--- src/rtl/ste_bus_pkg.sv ---
// ste_bus_pkg: shared types and the wrap-around first-set search for the bus arbiter
package ste_bus_pkg;
    typedef enum logic [1:0] {ARB_IDLE, ARB_REQ, ARB_GRANT, ARB_RELEASE} arb_state_t;
    localparam int ARB_MAXREQ = 8;
    function automatic logic [ARB_MAXREQ-1:0] onehot_first(input logic [ARB_MAXREQ-1:0] vec, input int start, input int n);
        logic [ARB_MAXREQ-1:0] r;
        int j;
        r = '0;
        for (int k = ARB_MAXREQ - 1; k >= 0; k--) begin
            j = (start + k) % n;
            if (k < n && vec[j]) begin
                r = '0;
                r[j] = 1'b1;
            end
        end
        return r;
    endfunction
endpackage

--- src/rtl/ste_arb_pick.sv ---
// ste_arb_pick: combinational winner selector, fixed priority or round robin from ptr
module ste_arb_pick
    import ste_bus_pkg::*;
#(
    parameter int NREQ = 4,
    parameter bit RR = 1'b0,
    parameter int PW = (NREQ > 1) ? $clog2(NREQ) : 1
) (
    input  logic [NREQ-1:0] req,
    input  logic [PW-1:0]   ptr,
    output logic [PW-1:0]   idx,
    output logic            valid
);
    logic [ARB_MAXREQ-1:0] vec, oh;
    always_comb begin
        vec = '0;
        vec[NREQ-1:0] = req;
        oh = onehot_first(vec, RR ? int'(ptr) : 0, NREQ);
        idx = '0;
        for (int i = 0; i < ARB_MAXREQ; i++)
            if (oh[i]) idx = PW'(i);
    end
    assign valid = |req;
endmodule

--- src/rtl/ste_bus_arbiter.sv ---
// ste_bus_arbiter: 68000 BR/BG/BGACK arbiter for NREQ masters; ARB_ROUND_ROBIN_EN selects round robin over fixed priority
module ste_bus_arbiter
    import ste_bus_pkg::*;
#(
    parameter int NREQ = 4,
    parameter int MAXHOLD = 0
) (
    input  logic            clk32,
    input  logic            res,
    input  logic            clk_en,
    input  logic            as_n,
    input  logic            bg_n,
    input  logic [NREQ-1:0] req,
    output logic            br_n,
    output logic            bgack_n,
    output logic [NREQ-1:0] gnt,
    output logic            preempt,
    output logic            bus_free
);
    localparam int PW = (NREQ > 1) ? $clog2(NREQ) : 1;
    localparam int HW = (MAXHOLD > 0) ? $clog2(MAXHOLD + 1) : 1;
    arb_state_t state, state_n;
    logic [PW-1:0] widx, widx_n, ptr, pick_idx;
    logic [HW-1:0] hold, hold_n, hold_inc;
    logic [NREQ-1:0] gnt_n, pick_oh;
    logic pick_valid, br_n_n, bgack_n_n, preempt_n;
`ifdef ARB_ROUND_ROBIN_EN
    localparam bit RR = 1'b1;
    always_ff @(posedge clk32)
        if (res) ptr <= '0;
        else if (clk_en && state == ARB_GRANT && !req[widx]) ptr <= (widx == PW'(NREQ - 1)) ? '0 : widx + 1'b1;
`else
    localparam bit RR = 1'b0;
    assign ptr = '0;
`endif
    ste_arb_pick #(.NREQ(NREQ), .RR(RR), .PW(PW)) u_pick (
        .req(req), .ptr(ptr), .idx(pick_idx), .valid(pick_valid)
    );
    assign pick_oh = NREQ'(1) << pick_idx;
    assign hold_inc = (hold == HW'(MAXHOLD)) ? hold : hold + 1'b1;
    assign bus_free = (state == ARB_IDLE) && ~|req;
    always_comb begin
        state_n = state;
        widx_n = widx;
        gnt_n = gnt;
        br_n_n = br_n;
        bgack_n_n = bgack_n;
        preempt_n = preempt;
        hold_n = hold;
        case (state)
            ARB_IDLE: begin
                state_n = pick_valid ? ARB_REQ : ARB_IDLE;
                br_n_n = !pick_valid;
            end
            ARB_REQ:
                if (!pick_valid) begin
                    state_n = ARB_IDLE;
                    br_n_n = 1'b1;
                end else if (!bg_n && as_n) begin
                    state_n = ARB_GRANT;
                    widx_n = pick_idx;
                    gnt_n = pick_oh;
                    bgack_n_n = 1'b0;
                    br_n_n = 1'b1;
                    hold_n = HW'(MAXHOLD > 0);
                    preempt_n = MAXHOLD > 0 && hold_n == HW'(MAXHOLD) && |(req & ~pick_oh);
                end
            ARB_GRANT:
                if (!req[widx]) begin
                    state_n = ARB_RELEASE;
                    gnt_n = '0;
                    bgack_n_n = 1'b1;
                    preempt_n = 1'b0;
                    hold_n = '0;
                end else begin
                    hold_n = hold_inc;
                    preempt_n = preempt || (MAXHOLD > 0 && hold_n == HW'(MAXHOLD) && |(req & ~gnt));
                end
            default: begin
                state_n = pick_valid ? ARB_REQ : ARB_IDLE;
                br_n_n = !pick_valid;
            end
        endcase
    end
    always_ff @(posedge clk32)
        if (res) begin
            state <= ARB_IDLE;
            widx <= '0;
            gnt <= '0;
            br_n <= 1'b1;
            bgack_n <= 1'b1;
            preempt <= 1'b0;
            hold <= '0;
        end else if (clk_en) begin
            state <= state_n;
            widx <= widx_n;
            gnt <= gnt_n;
            br_n <= br_n_n;
            bgack_n <= bgack_n_n;
            preempt <= preempt_n;
            hold <= hold_n;
        end
    assert property (@(posedge clk32) $onehot0(gnt));
endmodule

--- config.mk ---
export PLATFORM = sky130hd
export DESIGN_NAME = ste_bus_arbiter
export DESIGN_NICKNAME = d
export VERILOG_FILES = /design/src/rtl/ste_bus_pkg.sv /design/src/rtl/ste_arb_pick.sv /design/src/rtl/ste_bus_arbiter.sv
export SDC_FILE = /design/constraint.sdc
export NUM_CORES = 1
export LEC_CHECK = 0
export ABC_AREA = 1
export CAP_MARGIN = 10
export CELL_PAD_IN_SITES_DETAIL_PLACEMENT = 0
export CELL_PAD_IN_SITES_GLOBAL_PLACEMENT = 2
export CORE_MARGIN = 4
export CORE_UTILIZATION = 33
export DETAILED_ROUTE_END_ITERATION = 6
export DONT_BUFFER_PORTS = 1
export PLACE_DENSITY_LB_ADDON = 0.1
export SYNTH_ARGS = -nofsm -noshare
export SYNTH_HDL_FRONTEND = slang
export SYNTH_SLANG_ARGS = --single-unit
--- constraint.sdc ---
create_clock -name clk32 -period 4.1 [get_ports clk32]
set_input_delay 1.23 -clock clk32 [delete_from_list [all_inputs] [get_ports clk32]]
set_output_delay 1.23 -clock clk32 [all_outputs]
set_load 0.01 [all_outputs]
==> run summary <==
Crit path kind: input pin to primary output
Wirelength per Cell: 11.2 um
Library cells used by synthesis: 18
Synth Register Bits: 10
RR Startpoint: state[0]
Worst setup startpoint: req[2]
GRT Total Usage: 0.123
Area share of the largest cell type after synthesis: 0.294
RSZ-0062 raised after global routing: no
Initial DRC Count: 10
Internal: 169 uW
Via-to-Cell Ratio: 4.68
Clock Skew: 0.000387 ns
Tcrit/Tclk final: 0.749
Hold_buf cts: 0
Buffers added on ports: 0
Yosys top cell by area: dfxtp_1
Die H: 53.5 um
Static leakage: 0.337 nW
Die Area: 2860 um2
TritonCTS clock tree: done
Status: complete, no violations
Reg clk slew, reported paths: 0.06 ns
Crit path DAT: 1.84 ns
H-tree depth: 1
Largest net degree at the start of global routing: 15
Boundary Pins: 17
Layout cells sized above 1: 0.0943
DRC: 0
Sequential-to-total area share from yosys stat: 0.294
Max-slew violations: 0
Setup crit end kind: primary output
DP HPWL: 1210 um
Worst Setup EP: bus_free
Synth Instances: 105
ANT nets after route: 0
Initial antenna violation count: 0
Final WL: 1490 um
Peak fanout along the critical path: 6
Gate power share: 0.280
CTS root buf: clkbuf_4
PD cells: 352 nW/um2
Die Span X: 53.5 um
First-pass GRT wire length: 2510 um
Mapped Area: 682 um2
Final hold viol count: 0
Yosys warnings: 0
Worst Reg-to-Reg Cells: 7
Setup crit start kind: input pin
VDD IR max: 0.000181 V
Clk pwr share: 0.248
Flop pwr share: 0.471
Area growth syn-to-layout: 6.06%
Top cells by area, synth: dfxtp_1 29%, nand2_1 14%, nand3_1 12%
Maxcap violations: 0
Setup TNS: 0 ns
CP required: 2.87 ns
Core ar.: 1960 um2
# rows: 16
Final Setup Violations: 0
Tot Pwr: 254 uW
CTS sink count: 10
Overflow left after global routing: 0
Worst reg2reg endpoint: gnt[0]
Antenna diode count: 0
Max clock buf depth: 2
Num CTS Buffers: 3
Synth Area per Inst: 6.49 um2
Vias in the first global route: 615
Syn_nets: 119
Clock Latency Late Sink: 0.25 ns
Max Fclk: 326 MHz
Nets@finish: 122
Via Count: 623
Setup Buffers After CTS: 0
Resize count post-CTS: 0
Worst reg-to-reg setup slack: 2.61 ns
Initial Util: 0.348
Net load switching power: 85.0 uW
Pre-antenna DRT Iters: 4
Tmin final: 3.07 ns
Worst hold path type: flop to flop
Sw frac: 0.334
GP Congestion: 0.764
-- final cells by class --
type | instances | area [um2]
fill | 251 | 1240
sequential | 10 | 200
inverter | 14 | 52.6
tap | 27 | 33.8
multi-input combinational | 79 | 414
clock buffer | 3 | 22.5
-- Yosys cell counts --
cell type  number
inv_2           2
nor3_1          1
nand2_2         2
nand2_1        25
nand3_1        17
a21boi_4        1
conb_1          1
dfxtp_1        10
ha_1            5
nor2_2          1
a21oi_1        10
nor2_4          1
nor2_1         12
clkinv_1        1
inv_1          11
buf_4           2
o21ai_0         2
mux2i_1         1
-- per-layer routing --
metal / routed length, um / GRT usage / vias to the layer above / share of wire
li1: - / - / 333 / -
met1: 666 / 0.129 / 280 / 0.45
met2: 737 / 0.218 / 10 / 0.49
met3: 89 / 0.0676 / 0 / 0.060
met4: 0 / 0.0128 / 0 / 0
met5: 0 / 0 / - / 0
-- registers in the layout, indices dropped and copies added (netlist names) --
| signal | flops |
|---|---|
| widx | 2 |
| gnt | 4 |
| state | 2 |
| br_n | 1 |
| bgack_n | 1 |
-- cell usage in the layout (no fill, tap or decap), drive strengths merged --
cell type  Yosys  final
dfxtp         10     10
conb           1      1
a21boi         1      1
mux2i          1      1
clkinv         1      1
nor2          14     14
a21oi         10     10
nand2         27     27
clkbuf         0      3
ha             5      5
o21ai          2      2
inv           13     13
nor3           1      1
nand3         17     17
-- critical path, stage by stage --
cell	delay, ns
nor2_1	0.22
nand2_2	0.17
nor2_1	0.22
-- per-stage QoR --
stage           util  area (um2)  setup slack, ns  hold WS, ns  std cells
6_report       0.369         723             1.03        0.488        133
3_5_place_dp   0.357         701             1.03        0.477        130
3_3_place_gp   0.357         701             1.07        0.508        130
5_1_grt        0.369         723            0.970        0.520        133
4_1_cts        0.369         723             1.02        0.490        133
2_1_floorplan      -         682             1.15        0.446        105
-- how the worst min path moves through the flow --
stage | cells after the start | to | slack [ns] | from
2_1_floorplan | 2 | widx[1] | 0.45 | widx[1]
3_3_place_gp | 2 | br_n | 0.51 | br_n
3_5_place_dp | 2 | widx[1] | 0.48 | widx[1]
4_1_cts | 2 | widx[1] | 0.49 | widx[1]
5_1_grt | 2 | widx[1] | 0.52 | widx[1]
6_report | 2 | widx[1] | 0.49 | widx[1]
-- power by group through the flow --
stage | sequential [mW] | clock [mW] | combinational [mW]
after floorplan | 0.120 | 0 | 0.0617
after global placement | 0.122 | 0 | 0.0730
after detailed placement | 0.122 | 0 | 0.0722
after CTS | 0.120 | 0.0668 | 0.0725
after global routing | 0.121 | 0.0709 | 0.0833
final | 0.120 | 0.0632 | 0.0713
-- logic make-up (layout without fill, tap and decap cells) --
logic type,Yosys count,count (layout),synth area share
buffers and inverters,16,17,0.0991
AND/OR/NAND/NOR,59,59,0.380
adder cells (fa/ha/maj),5,5,0.0917
AO/OA/AOI/OAI,13,13,0.116
other,1,1,0.00550
multiplexers,1,1,0.0147
flip-flops,10,10,0.294
Note: power is estimated with default switching activity, not from simulation.
